$ cat src/rtl/byte_unpack_pkg.sv
// Shared types and constants for the byte unpack controller.
package byte_unpack_pkg;

    typedef enum logic {
        IDLE = 1'b0,
        SEND = 1'b1
    } state_e;

    localparam logic [2:0] SEL_NONE = 3'd0;
    localparam logic [2:0] SEL_B0   = 3'd1;
    localparam logic [2:0] SEL_B1   = 3'd2;
    localparam logic [2:0] SEL_B2   = 3'd3;
    localparam logic [2:0] SEL_B3   = 3'd4;
    localparam int unsigned MAX_LEN = 4;

    // Zero stays zero (word is dropped); anything above MAX_LEN is clamped.
    function automatic logic [2:0] eff_len(input logic [2:0] len);
        if (len > 3'(MAX_LEN)) return 3'(MAX_LEN);
        return len;
    endfunction

endpackage

$ cat src/rtl/byte_lane_select.sv
// Combinational byte-lane mux: lane 1 is [7:0] up to lane 4 at [31:24]; other selects give 0.
module byte_lane_select
    import byte_unpack_pkg::*;
(
    input  logic [31:0] word_i,
    input  logic [2:0]  sel_i,
    output logic [7:0]  byte_o
);

    always_comb begin
        byte_o = 8'h00;
        case (sel_i)
            SEL_B0:  byte_o = word_i[7:0];
            SEL_B1:  byte_o = word_i[15:8];
            SEL_B2:  byte_o = word_i[23:16];
            SEL_B3:  byte_o = word_i[31:24];
            default: byte_o = 8'h00;
        endcase
    end

endmodule

$ cat src/rtl/byte_unpack_ctrl.sv
// Unpacks an accepted 32-bit word into 1..4 bytes, LSB first, over a valid/ready stream.
// Optional statistics counters are built when BYTE_UNPACK_STATS_EN is defined.
module byte_unpack_ctrl
    import byte_unpack_pkg::*;
#(
    parameter int N     = 32,
    parameter int CNT_W = 16
) (
    input  logic         clk,
    input  logic         rst_n,
    input  logic         in_valid,
    output logic         in_ready,
    input  logic [N-1:0] in_word,
    input  logic [2:0]   in_len,
    output logic         out_valid,
    input  logic         out_ready,
    output logic [7:0]   out_byte,
    output logic [2:0]   out_sel,
    output logic         out_last,
    output logic         busy
`ifdef BYTE_UNPACK_STATS_EN
    ,
    output logic [CNT_W-1:0] words_cnt,
    output logic [CNT_W-1:0] bytes_cnt
`endif
);

    if (N != 32 || CNT_W < 1) begin : g_bad_params
        $error("byte_unpack_ctrl: N must be 32 and CNT_W at least 1");
    end

    state_e       state_q;
    logic [N-1:0] word_q;
    logic [2:0]   len_q;
    logic [2:0]   sel_q;

    logic [2:0] len_eff;
    logic       accept;
    logic       out_hs;
    logic       last_hs;

    // Handshakes: a transfer happens on a rising edge where valid && ready.
    // in_ready opens in SEND only while the final byte is being taken, so a
    // follow-on word can be loaded without a bubble.
    assign len_eff   = eff_len(in_len);
    assign busy      = (state_q == SEND);
    assign out_valid = busy;
    assign out_sel   = sel_q;
    assign out_last  = busy && (sel_q == len_q);
    assign out_hs    = out_valid && out_ready;
    assign last_hs   = out_hs && out_last;
    assign in_ready  = !busy || last_hs;
    assign accept    = in_valid && in_ready;

    always_ff @(posedge clk or negedge rst_n) begin
        if (!rst_n) begin
            state_q <= IDLE;
            word_q  <= '0;
            len_q   <= 3'd0;
            sel_q   <= SEL_NONE;
        end else if (accept && len_eff != 3'd0) begin
            state_q <= SEND;
            word_q  <= in_word;
            len_q   <= len_eff;
            sel_q   <= SEL_B0;
        end else if (last_hs) begin
            state_q <= IDLE;
            sel_q   <= SEL_NONE;
        end else if (out_hs) begin
            sel_q   <= sel_q + 3'd1;
        end
    end

    byte_lane_select u_lane_sel (
        .word_i (word_q),
        .sel_i  (sel_q),
        .byte_o (out_byte)
    );

`ifdef BYTE_UNPACK_STATS_EN
    logic [CNT_W-1:0] words_cnt_q, words_cnt_d;
    logic [CNT_W-1:0] bytes_cnt_q, bytes_cnt_d;

    // Both counters stick at all-ones rather than wrapping.
    always_comb begin
        words_cnt_d = words_cnt_q;
        bytes_cnt_d = bytes_cnt_q;
        if (accept && len_eff != 3'd0 && words_cnt_q != '1) words_cnt_d = words_cnt_q + 1'b1;
        if (out_hs && bytes_cnt_q != '1) bytes_cnt_d = bytes_cnt_q + 1'b1;
    end

    always_ff @(posedge clk or negedge rst_n) begin
        if (!rst_n) begin
            words_cnt_q <= '0;
            bytes_cnt_q <= '0;
        end else begin
            words_cnt_q <= words_cnt_d;
            bytes_cnt_q <= bytes_cnt_d;
        end
    end

    assign words_cnt = words_cnt_q;
    assign bytes_cnt = bytes_cnt_q;
`endif

endmodule

$ cat config.mk
export PLATFORM = sky130hd
export DESIGN_NAME = byte_unpack_ctrl
export DESIGN_NICKNAME = d
export VERILOG_FILES = /design/src/rtl/byte_unpack_pkg.sv /design/src/rtl/byte_lane_select.sv /design/src/rtl/byte_unpack_ctrl.sv
export SDC_FILE = /design/constraint.sdc
export NUM_CORES = 1
export LEC_CHECK = 0
export ABC_AREA = 0
export ABC_CLOCK_PERIOD_IN_PS = 2200
export BUFFER_PORTS_ARGS = -buffer_cell sky130_fd_sc_hd__buf_2
export CORE_ASPECT_RATIO = 0.75
export CORE_MARGIN = 2
export CORE_UTILIZATION = 50
export DETAILED_ROUTE_END_ITERATION = 7
export HOLD_SLACK_MARGIN = 0.08
export PLACE_DENSITY = 0.74
export SYNTH_ARGS = -nofsm -noshare
export SYNTH_HDL_FRONTEND = slang
export SYNTH_SLANG_ARGS = --single-unit
$ cat constraint.sdc
create_clock -name clk -period 2.2 [get_ports clk]
set_input_delay 0.11 -clock clk [delete_from_list [all_inputs] [get_ports clk]]
set_output_delay 0.11 -clock clk [all_outputs]
set_load 0.01 [all_outputs]
Word-level counts from Yosys, hierarchy flattened

Cells that the tools add are included.

Register bits after elaboration: 39
Input port bits: 39
Logic and storage cells: 30

Add/subtract/negate cells: 1
Magnitude comparators: 1
Equal/unequal tests: 5
Multiplexer cells: 9
Reductions and logical operators: 10

Operator list:

| operator                                                               | count |
|---|---|
| 8-bit one-hot mux with 4 select lines                                  | 1 |
| 3-bit 2-to-1 mux                                                       | 5 |
| 3-bit by 2-bit equality test with 1-bit output (second input constant) | 2 |
| 3-bit nonzero test                                                     | 2 |
| 1-bit logical AND                                                      | 5 |
| 3-bit by 1-bit adder with 3-bit output (second input constant)         | 1 |
| 3-bit by 1-bit equality test with 1-bit output (second input constant) | 1 |
| 3-bit equality test                                                    | 1 |
| 3-bit equality test (second input constant)                            | 1 |
| 3-bit > comparator (second input constant)                             | 1 |
| 1-bit 2-to-1 mux                                                       | 3 |
| 2-bit nonzero test                                                     | 1 |
| 1-bit zero test                                                        | 1 |
| 1-bit logical OR                                                       | 1 |

Longest topological paths before layout

Word-level depth: 7
Mapped depth: 7

Cells and area by module

A second synthesis with hierarchy kept.

Cells, all modules: 149
Area total of the unflattened synthesis: 2038.2 µm²

Modules (own cells, without submodules):

| module           | instances | cells an instance | area an instance (µm²) |
|---|---|---|---|
| byte_unpack_ctrl | 1         | 111               | 1724.2 |
| byte_lane_select | 1         | 38                | 314.1 |

Worst setup path after synthesis

OpenSTA, ideal clock, no wires.

Path kind: register -> register
From: reg sel_q[2], in the netlist out_sel[2]
To: reg word_q[0]
Setup time: 125 ps
Arrival time: 1714 ps
Slack: 361 ps
Stages on the path, launching flop included: 8
Path buffers: 3
Period minus slack after synthesis: 1839 ps
Cells stage by stage: dfrtp_1 buf_6 xnor2_2 a41o_1 o31a_1 buf_6 buf_6 mux2_4

Longest elaborated chain between the ends: 6

Ends and longest elaborated chain:

| element                  | RTL line               | source |
|---|---|---|
| start: declaration       | byte_unpack_ctrl.sv:35 | `logic [2:0] sel_q;` |
| start signal: assignment | byte_unpack_ctrl.sv:70 | `sel_q <= sel_q + 3'd1;` |
| 3-bit equality test      | byte_unpack_ctrl.sv:49 | `assign out_last = busy && (sel_q == len_q);` |
| 1-bit logical AND        | byte_unpack_ctrl.sv:49 |  |
| 1-bit logical AND        | byte_unpack_ctrl.sv:51 | `assign last_hs = out_hs && out_last;` |
| 1-bit logical OR         | byte_unpack_ctrl.sv:52 | `assign in_ready = !busy \|\| last_hs;` |
| 1-bit logical AND        | byte_unpack_ctrl.sv:53 | `assign accept = in_valid && in_ready;` |
| 1-bit logical AND        | byte_unpack_ctrl.sv:61 | `end else if (accept && len_eff != 3'd0) begin` |
| end signal: assignment   | byte_unpack_ctrl.sv:63 | `word_q <= in_word;` |
| end: declaration         | byte_unpack_ctrl.sv:33 | `logic [N-1:0] word_q;` |

No other way between the ends.
A chain may end at the register's enable or synchronous reset.

Worst setup path after layout

From: reg sel_q[2], in the netlist out_sel[2]
To: out out_byte[3]

Longest elaborated chain between the ends: 2
Elaborated cells on any way between the ends: 5
Classes of those cells: 4 x eq/ne; 1 x mux

Ends and longest elaborated chain:

| element                                     | RTL line               | source |
|---|---|---|
| 3-bit equality test (tied with other cells) | byte_lane_select.sv:12 | `case (sel_i)` |
| 8-bit one-hot mux with 4 select lines (*)   | byte_lane_select.sv:12 |  |
| end: declaration                            | byte_unpack_ctrl.sv:17 | `output logic [7:0] out_byte,` |

Every way passes the cells marked *; elsewhere a longest branch is shown, timed or not.

==> results.toml <==
[status]
status = "complete, no violations"

[finish]
area_growth_pct = 36.5
nFillCells = 269
drive_gt1_share_pct = 42.4
fin_nets = 272
antenna_cells = 0
multi_input_area_um2 = 883
final-seq-area_um2 = 976

[placed_design]
gp_congestion = 0.910
io_buffers = 53
dp_slack_ns = 0.300
place_hpwl_um = 3210

[worst_setup_path]
cp_max_fo = 19
startpoint_type = "flip-flop"
crit_type = "flip-flop to primary output"
timing.rr.start = "out_sel[0]$_DFFE_PN0P_"
worstPathArrival_ns = 1.86
critPathRequiredTime_ns = 2.09
end_kind = "primary output"
startpoint = "out_sel[2]$_DFFE_PN0P_"

[hold_path]
worstHoldStart = "in_len[0]"
hold_path_class = "input port to flip-flop"

[yosys]
syn_area_um2 = 1960
synth_top_area_share_pct = 49.9
yosysWarningCount = 0
synth_most_common_cell = "dfrtp_1"
synth_common_cells = "dfrtp_1 (39), mux2_4 (28), o21ai_0 (10)"
async_flop_share_pct = 100
syn_nets = 187
yosysSeqAreaShare_pct = 49.9
synthTopCellsByArea = "dfrtp_1 (50%), mux2_4 (21%), a32oi_1 (3.6%)"
synthFlopType = "dfrtp_1"
yosysTopAreaCell = "dfrtp_1"
yosysUniqueCellTypes = 25
ys_ff_latch = 39
avgSynthCellArea_um2 = 13.7
syn_inst = 143
synth-edff-count = 0

[power]
p_leak_nw = 1.27
p_per_area_nw_per_um2 = 1370
vdd_ir_drop_max_v = 0.000889

[timing]
tightestPinTransition_ns = 0.842
finalCriticalPeriod_ns = 1.97
drv_slew = 0
fmax_mhz = 508
slew_headroom_pct = 43.8
hold_viol = 0
rsz0062_at_grt = "false"
fin_crit_sh_pct = 89.4
clock_skew_ns = 0.00577
worst_slack_ns = 0.233
tns_ns = 0
setup_viol = 0

[route]
routed_via_density = 5.44
ant_nets = 0
dr_total_vias = 1528
dr.pass1.iters = 5
drtIter0Drc = 88
wl_um = 4730
wl_per_cell_um = 16.8
route.detailed.drc = 0

[cts]
cts.sinks = 39
clock_latency_ns = 0.28
h-tree-depth = 2
root_buffer = "clkbuf_8"
cts_buffers = 5
cts_tree = "built"
post-cts-setup-buffers = 0
cts_resized = 0
clkSlewWorstSetupHoldPaths_ns = 0.07
cts_buffer_depth = 2

[global_routing]
grt_start_max_net_pins = 40
grt_pass1_vias = 1659
grt_first_pass_wirelength_um = 8090
gr-total-overflow = 0
grt_usage_pct = 23.3
antenna_found_initial = 0

[floorplanning]
die-area_um2 = 4430
core_um2 = 3710
initial_core_util_pct = 52.7
io_pins = 54
row_count = 19
die_x_um = 76.2
chipHeight_um = 58.2

[run]
maxCapViolCount = 0
-- cell type report --
cell class                      count  area share, %
Timing Repair Buffer               89           23.6
Tap cell                           52           2.44
Multi-Input combinational cell     89           33.1
Clock buffer                        8           3.75
Sequential cell                    39           36.6
Inverter                            4          0.562
-- power breakdown --
group / switching [mW] / internal, mW / leakage (nW) / total, mW
combinational: 0.800 / 0.996 / 0.755 / 1.80
sequential: 0.270 / 1.09 / 0.463 / 1.36
clock: 0.229 / 0.286 / 0.0515 / 0.515
-- routing by layer --
metal | up-vias | share of wire (%) | track usage [%]
li1 | 696 | - | -
met1 | 760 | 42 | 30.1
met2 | 68 | 51 | 42.2
met3 | 4 | 6.1 | 4.83
met4 | 0 | 0.15 | 3.38
met5 | - | 0 | 0
-- cell families (layout without fill, tap and decap cells) --
| group | Yosys count | in the layout | synth area share (%) |
|---|---|---|---|
| flops | 39 | 39 | 49.9 |
| compound gates | 34 | 34 | 12.5 |
| mux | 32 | 32 | 23.8 |
| simple gates | 15 | 15 | 3.84 |
| buf+inv | 15 | 101 | 4.99 |
| fa+ha+maj | 5 | 5 | 3.20 |
| xor+xnor | 3 | 3 | 1.73 |
-- path summary, 6_finish.rpt --
path / endpoint / slack (ns) / depth (start not counted)
worst max-delay path: out_byte[3] / 0.23 / 6
worst min-delay path: len_q[0]$_DFFE_PN0P_ / 0.11 / 2
worst max register to register: word_q[9]$_DFFE_PN0P_ / 0.27 / 5
worst min register to register: word_q[20]$_DFFE_PN0P_ / 0.52 / 1
max in group asynchronous: word_q[10]$_DFFE_PN0P_ / 1.20 / 2
min in group asynchronous: word_q[24]$_DFFE_PN0P_ / 0.47 / 2
-- worst max-delay path: stages, from the launching register on --
cell     delay (ns)
dfrtp_1        0.40
buf_4          0.25
inv_1          0.07
ha_1           0.32
a32oi_1        0.22
o21ai_0        0.14
buf_2          0.16
-- repair_timing --
action                                  in CTS  in global routing
hold endpoints to repair                    71                  0
endpoints found under the setup margin       0                  0
hold buffers                                33                  0
-- per-stage QoR --
stage	power (mW)	hold WS (ns)	instances	area [um^2]	utilization [%]
after global routing	3.92	0.128	281	2670	72.0
after CTS	3.68	0.106	281	2670	72.0
after floorplan	2.62	-0.186	143	1960	-
after global placement	3.00	0.251	240	2240	60.4
final	3.67	0.109	281	2670	72.0
after detailed placement	3.11	0.273	240	2240	60.4
-- layout by cell type, fill, tap and decap left out, types with 3 or more instances in the layout --
| master | count |
|---|---|
| a22oi_1 | 9 |
| dlygate4sd3_1 | 33 |
| ha_1 | 5 |
| dfrtp_1 | 39 |
| mux2_2 | 4 |
| o21ai_0 | 10 |
| a32oi_1 | 8 |
| inv_1 | 4 |
| a22o_1 | 3 |
| buf_2 | 53 |
| clkbuf_8 | 7 |
| nand4_1 | 4 |
| mux2_4 | 28 |
| nand2_1 | 5 |
-- sequential cells by signal (all words and copies together) (netlist names) --
signal / cells
out_sel: 3
word_q: 32
len_q: 3
busy: 1
No activity file was read; power rests on OpenSTA's default activity.
